## src/rtl/bcd_pkg.sv

```systemverilog
// Shared BCD digit type, digit limits and validity helper for the BCD counter family.
package bcd_pkg;

  typedef logic [3:0] bcd_t;

  localparam bcd_t BCD_MAX = 4'd9;
  localparam bcd_t BCD_MIN = 4'd0;

  function automatic bit is_valid_bcd(input bcd_t v);
    return v <= BCD_MAX;
  endfunction

endpackage

```

## src/rtl/bcd_digit.sv

```systemverilog
// One BCD digit of the up/down counter: load, step on ci, ripple terminal count out.
module bcd_digit
  import bcd_pkg::*;
(
  input  logic clk,
  input  logic r,
  input  logic ci,
  input  logic up,
  input  logic ld,
  input  bcd_t d,
  output bcd_t q,
  output logic tco
);

  bcd_t q_q, q_d;

  always_comb begin
    q_d = q_q;
    if (ld) begin
      q_d = d;
    end else if (ci) begin
      if (up) begin
        q_d = (q_q == BCD_MAX) ? BCD_MIN : q_q + 4'd1;
      end else begin
        q_d = (q_q == BCD_MIN) ? BCD_MAX : q_q - 4'd1;
      end
    end
  end

  always_ff @(posedge clk or posedge r) begin
    if (r) begin
      q_q <= BCD_MIN;
    end else begin
      q_q <= q_d;
    end
  end

  assign q   = q_q;
  assign tco = ci & (up ? (q_q == BCD_MAX) : (q_q == BCD_MIN));

endmodule

```

## src/rtl/bcd_updown_counter.sv

```systemverilog
// Multi-digit BCD up/down counter with validated parallel load, wrap or saturate limits,
// combinational terminal count and registered carry/borrow and load-error pulses.
module bcd_updown_counter
  import bcd_pkg::*;
#(
  parameter int unsigned DIGITS   = 2,
  parameter bit          SATURATE = 1'b0
) (
  input  logic                  clk,
  input  logic                  r,
  input  logic                  en,
  input  logic                  up,
  input  logic                  ld,
  input  logic [4*DIGITS-1:0]   d,
  output logic [4*DIGITS-1:0]   q,
  output logic                  tc,
  output logic                  co,
  output logic                  err
);

  logic [4*DIGITS-1:0] q_w;
  logic [DIGITS-1:0]   ci, tco;
  logic                ld_ok, all_max, all_min, limit, step_en;
  logic                co_q, co_d, err_q, err_d;

  always_comb begin
    ld_ok   = 1'b1;
    all_max = 1'b1;
    all_min = 1'b1;
    for (int i = 0; i < DIGITS; i++) begin
      ld_ok   = ld_ok & is_valid_bcd(d[4*i +: 4]);
      all_max = all_max & (q_w[4*i +: 4] == BCD_MAX);
      all_min = all_min & (q_w[4*i +: 4] == BCD_MIN);
    end
    limit = up ? all_max : all_min;
    tc    = en & ~ld & limit;
    // Saturation simply withholds the step, so the digit chain never wraps.
    step_en = en & ~ld & ~(SATURATE & limit);
    // The top digit's ripple-out only fires on a genuine wrap of the whole range.
    co_d  = tco[DIGITS-1];
    err_d = ld & ~ld_ok;
  end

  assign ci[0] = step_en;

  for (genvar g = 0; g < DIGITS; g++) begin : g_digit
    if (g > 0) begin : g_chain
      assign ci[g] = tco[g-1];
    end
    bcd_digit u_digit (
      .clk (clk),
      .r   (r),
      .ci  (ci[g]),
      .up  (up),
      .ld  (ld & ld_ok),
      .d   (d[4*g +: 4]),
      .q   (q_w[4*g +: 4]),
      .tco (tco[g])
    );
  end

  always_ff @(posedge clk or posedge r) begin
    if (r) begin
      co_q  <= 1'b0;
      err_q <= 1'b0;
    end else begin
      co_q  <= co_d;
      err_q <= err_d;
    end
  end

  assign q   = q_w;
  assign co  = co_q;
  assign err = err_q;

endmodule
```

## config.mk

```make
export PLATFORM = sky130hd
export DESIGN_NAME = bcd_updown_counter
export DESIGN_NICKNAME = d
export VERILOG_FILES = /design/src/rtl/bcd_pkg.sv /design/src/rtl/bcd_digit.sv /design/src/rtl/bcd_updown_counter.sv
export SDC_FILE = /design/constraint.sdc
export NUM_CORES = 1
export LEC_CHECK = 0
export ABC_AREA = 1
export ABC_CLOCK_PERIOD_IN_PS = 1600
export CAP_MARGIN = 20
export CORE_MARGIN = 8
export CORE_UTILIZATION = 48
export CTS_CLUSTER_SIZE = 16
export DETAILED_ROUTE_END_ITERATION = 10
export PLACE_DENSITY = 0.82
export SYNTH_ARGS = -nofsm -noshare
export SYNTH_HDL_FRONTEND = slang
export SYNTH_HIERARCHICAL = 1
export SYNTH_SLANG_ARGS = --single-unit
export TNS_END_PERCENT = 5
```

## constraint.sdc

```tcl
create_clock -name clk -period 1.6 [get_ports clk]
set_input_delay 0.32 -clock clk [delete_from_list [all_inputs] [get_ports clk]]
set_output_delay 0.32 -clock clk [all_outputs]
set_load 0.1 [all_outputs]
```

# [After elaboration in Yosys (flattened, before gate mapping)]
# Cells that the tools add are included.
# W data, S select, Z words.
[classes] addsub=4 mul=0 div_mod_pow=0 n_lt_le_gt_ge=2 n_eq_ne=2 shift=0 n_mux=13 bitwise=11 n_reduce_logical=4
[ops] op="$mux W4" count=10
[ops] op="$and A1 B1 Y1" count=9
[ops] op="$add A4 B1 Y4 const B" count=2
[ops] op="$eq A4 B4 Y1 const B" count=2
[ops] op="$le A4 B4 Y1 const B" count=2
[ops] op="$logic_not A4 Y1" count=2
[ops] op="$sub A4 B1 Y4 const B" count=2
[ops] op="$reduce_bool A2 Y1" count=2
[ops] op="$mux W1" count=3
[ops] op="$not A1 Y1" count=2
[word_totals] reg_bits=10 latch_bits=0 ramBits=0 rom_bits=0 input_bits=13 output_inout_bits=11 wordCells=40 mem_count=0

# [Depth between registers and ports, before layout]
[depth] word_depth=5 depth_mapped=9 mapped_depth_nobuf=9

# [Hierarchy]
# The synthesis kept the hierarchy.
[by_module_without_submodules] module="bcd_digit" instances=2 cells_each=63 area_each_um2=376.6 seq_area_each_um2=100.1
[by_module_without_submodules] module="bcd_updown_counter" instances=1 cells_each=26 area_each_um2=158.9 seq_area_each_um2=50.0

# [Least setup slack after synthesis]
# Ideal clock, no wire load.
[synth_path] path_type="reg-to-output" startpoint="register g_digit[1].u_digit.q_q[0]" endpoint="output tc" arrival_time_ps=2146 required_ps=1280 path_slack_ps=-866 path_stages_with_launch=5 path_buffers=0 cell_sequence="dfrtp_1 -> nand2_1 -> nor2_1 -> nor2_1 -> nor2_2"
[synth_via] elab_chain_len=4 word_cells_on_any_way=6 classes_between="eq/ne: 1; mux: 1; bitwise: 3; reduce/logical: 1"
[synth_rtl] element="start: declaration" line_no="bcd_digit.sv:15" rtl="bcd_t q_q, q_d;"
[synth_rtl] element="start signal: assignment" line_no="bcd_digit.sv:34" rtl="q_q <= q_d;"
[synth_rtl] element="$eq A4 B4 Y1 / $logic_not A4 Y1 (equally long branches)" line_no="bcd_updown_counter.sv:32, bcd_updown_counter.sv:33"
[synth_rtl] element="$and A1 B1 Y1 (on tied branches)" line_no="bcd_updown_counter.sv:32, bcd_updown_counter.sv:33"
[synth_rtl] element="$mux W1 *" line_no="bcd_updown_counter.sv:35" rtl="limit = up ? all_max : all_min;"
[synth_rtl] element="$and A1 B1 Y1 *" line_no="bcd_updown_counter.sv:36" rtl="tc = en & ~ld & limit;"
[synth_rtl] element="end: declaration" line_no="bcd_updown_counter.sv:16" rtl="output logic tc,"
# Mark *: on every way between the ends. The rest lies on a longest branch, timed or not.

# [Worst setup path in the final report]
[layout_path] startpoint="register g_digit[0].u_digit.q_q[1]" endpoint="register g_digit[1].u_digit.q_q[0]"
[layout_via] elab_chain_len=4 word_cells_on_any_way=5 classes_between="eq/ne: 1; mux: 1; bitwise: 1; reduce/logical: 2"
[layout_rtl] element="start: declaration" line_no="bcd_digit.sv:15"
[layout_rtl] element="start signal: assignment" line_no="bcd_digit.sv:34"
[layout_rtl] element="$eq A4 B4 Y1 / $logic_not A4 Y1 (equally long branches)" line_no="bcd_digit.sv:39" rtl="assign tco = ci & (up ? (q_q == BCD_MAX) : (q_q == BCD_MIN));"
[layout_rtl] element="$mux W1 *" line_no="bcd_digit.sv:39"
[layout_rtl] element="$and A1 B1 Y1 *" line_no="bcd_digit.sv:39"
[layout_rtl] element="via ci[1]" line_no="bcd_updown_counter.sv:22" rtl="logic [DIGITS-1:0] ci, tco;"
[layout_rtl] element="$reduce_bool A2 Y1 (no line) *"
# Mark *: on every way through the listed nets, which the timed path passes. The rest lies on a longest branch.
# A chain may end at the register's enable or synchronous reset.

==> impl_metrics.env <==
export IMPL_grt_use_met1=0.2481
export IMPL_syn_to_final_growth_pct=68.86
export IMPL_fin_crit_sh=1.226
export IMPL_yosysUniqueCellTypes=16
export IMPL_hold_buffers=0
export IMPL_required_ns=1.82
export IMPL_vias=1443
export IMPL_diodes=0
export IMPL_maxSlewHeadroom=0.7195
export IMPL_ys_warnings_count=6
export IMPL_cts_tree="done"
export IMPL_violations="negative setup slack"
export IMPL_timing_fmax_ghz=0.5097
export IMPL_maxCapViolations=0
export IMPL_die_w_um=59.59
export IMPL_final_common_cell="nand2_1"
export IMPL_stdcell_count=226
export IMPL_placed_area_um2=1449
export IMPL_ios=24
export IMPL_drv_slew=0
export IMPL_finalSetupViolCount=7
export IMPL_crit_path_end_kind="flip-flop"
export IMPL_syn_cell_area_um2=912.1
export IMPL_grt_pass1_vias=1340
export IMPL_ant_nets=0
export IMPL_status="finished, violations left"
export IMPL_die_h_um=59.59
export IMPL_firstDrtPassIters=5
export IMPL_dp_cells=218
export IMPL_fin_worst_skew_ns=0.01015
export IMPL_dp_slack_ns=-0.2135
export IMPL_root_buffer="clkbuf_4"
export IMPL_worstSetupPathType="reg2reg"
export IMPL_cp_start_kind="flip-flop"
export IMPL_final_cell_mix="nand2_1, buf_4, nand3_1"
export IMPL_fin_ws_ns=-0.3621
export IMPL_place_gp_congestion=0.9055
export IMPL_grt_met3_usage=0.08677
export IMPL_arrival_ns=2.18
export IMPL_drt_iter0_markers=172
export IMPL_nNetsFinal=215
export IMPL_fin_crit_ns=1.962
export IMPL_antenna_found_initial=0
export IMPL_clk_latency_ns=0.29
export IMPL_die_area_um2=3551
export IMPL_ys_seq_elements=10
export IMPL_power_density_nw_per_um2=1472
export IMPL_rsz0062_at_grt="true"
export IMPL_wl_mm=5.207
export IMPL_p_leak_nw=0.7893
export IMPL_top_usage_layer="met2"
export IMPL_final_area_um2=1540
export IMPL_synth_nets=165
export IMPL_drive_gt1_frac=0.3731
export IMPL_worstMarginPinSlew_ns=0.4192
export IMPL_clock_tree_buffer_depth=2
export IMPL_viasPerCell=6.385
export IMPL_cts_buffers=3
export IMPL_grt_overflow=0
export IMPL_postSynthAreaPerCell_um2=6.001
export IMPL_hold_violations=0
export IMPL_clock_sinks=10
export IMPL_grt_pass1_wl_mm=6.561
export IMPL_track_usage=0.2506
export IMPL_initial_utilization=0.5170
export IMPL_critPathMaxFanout=7
export IMPL_peakVddDrop_uv=1001
export IMPL_avgRoutedWirePerCell_um=23.04
export IMPL_io_buffers=23
export IMPL_h_tree_depth=1
export IMPL_dp_final_hpwl_mm=2.434
export IMPL_grt_use_met2=0.4052
export IMPL_syn_inst=152
export IMPL_post_route_drc_count=0
export IMPL_grt_max_degree=10
export IMPL_fp_row_count=15
export IMPL_ys_seq_area_frac=0.2743
export IMPL_core_um2=1764
export IMPL_cts_reportedPaths_clkPinSlew_ns=0.09
export IMPL_hold_class="in2async"
cell type report:
type                       instances  area, µm²
multi-input combinational        120      581.8
timing repair buffer              45      505.5
sequential                        10      275.3
fill                              95      224.0
inverter                          22      110.1
clock buffer                       4      36.28
tap                               25      31.28
Yosys cell counts:
cell type | number | share of area
dfrtp_1 | 10 | 0.27
nand2_2 | 2 | 0.014
nor2_1 | 18 | 0.074
nand2_1 | 61 | 0.25
a211oi_2 | 2 | 0.027
nand2_4 | 1 | 0.012
nor2_2 | 7 | 0.048
a22oi_1 | 2 | 0.016
inv_2 | 7 | 0.029
bufinv_8 | 2 | 0.038
nand3_2 | 2 | 0.022
o21ai_1 | 2 | 0.011
inv_1 | 13 | 0.054
nand3_1 | 20 | 0.11
a21oi_1 | 1 | 0.0055
nand4_1 | 2 | 0.014
kinds of logic after synthesis:
kind of cell / share of synthesized area
AOI/OAI and AO/OA: 0.06034
buffers and inverters: 0.1207
DFF: 0.2743
and+or+nand+nor: 0.5446
routing by layer:
layer	part of all wire	wire length (µm)	vias up
met4	0.12	614	0
met1	0.31	1636	621
met2	0.42	2202	174
li1	-	-	574
met5	0	0	-
met3	0.14	753	74
metrics by stage:
step / utilization / hold WS, ns / power, W / TNS (ns)
after global routing: 0.8731 / 0.2848 / 0.002335 / -2.030
after detailed placement: 0.8213 / 0.5421 / 0.001793 / -1.491
after floorplan: - / 0.06118 / 0.001277 / -0.2420
after global placement: 0.8213 / 0.5424 / 0.001750 / -1.156
after CTS: 0.8617 / 0.2444 / 0.002078 / -0.1508
final: 0.8731 / 0.3082 / 0.002267 / -1.671
worst max-delay path, stage by stage (launching register included):
cell and delay, ns:
dfrtp_4 0.49, buf_4 0.18, inv_2 0.08, nand2_1 0.06, nor2_1 0.15, nor2_2 0.06
a211oi_2 0.24, inv_1 0.17, nor2_4 0.17, nand2_1 0.15, nand3_1 0.14
final timing paths:
path	end	from	cells after the start	slack, ns
worst min register to register	g_digit[0].u_digit/q[3]	g_digit[0].u_digit/q[3]	2	0.75
min in group clk	err	d[3]	3	0.70
worst min-delay path	err	r	2	0.31
max in group asynchronous	g_digit[1].u_digit/q[2]	r	2	0.99
worst max-delay path	g_digit[1].u_digit/q[0]	g_digit[0].u_digit/q[1]	10	-0.36
worst max register to register	g_digit[1].u_digit/q[0]	g_digit[0].u_digit/q[1]	10	-0.36
power breakdown:
part           internal (W)  leakage (nW)  total (W)  switching, W
clock network      0.000139        0.0210   0.000255      0.000116
registers          0.000337         0.116   0.000415     0.0000786
logic              0.000526         0.652    0.00160       0.00107
total               0.00100         0.789    0.00227       0.00126
repair_timing:
item	in CTS	in global routing
setup buffers	4	0
pin swaps	1	0
resized for setup	2	6
endpoints found under the setup margin	3	10
endpoints found under the hold margin	0	0
registers in the layout (all words and copies together) (netlist names):
name and cells:
g_digit.u_digit/q 8, co 1, err 1
Power figures use the tool's default switching activity.
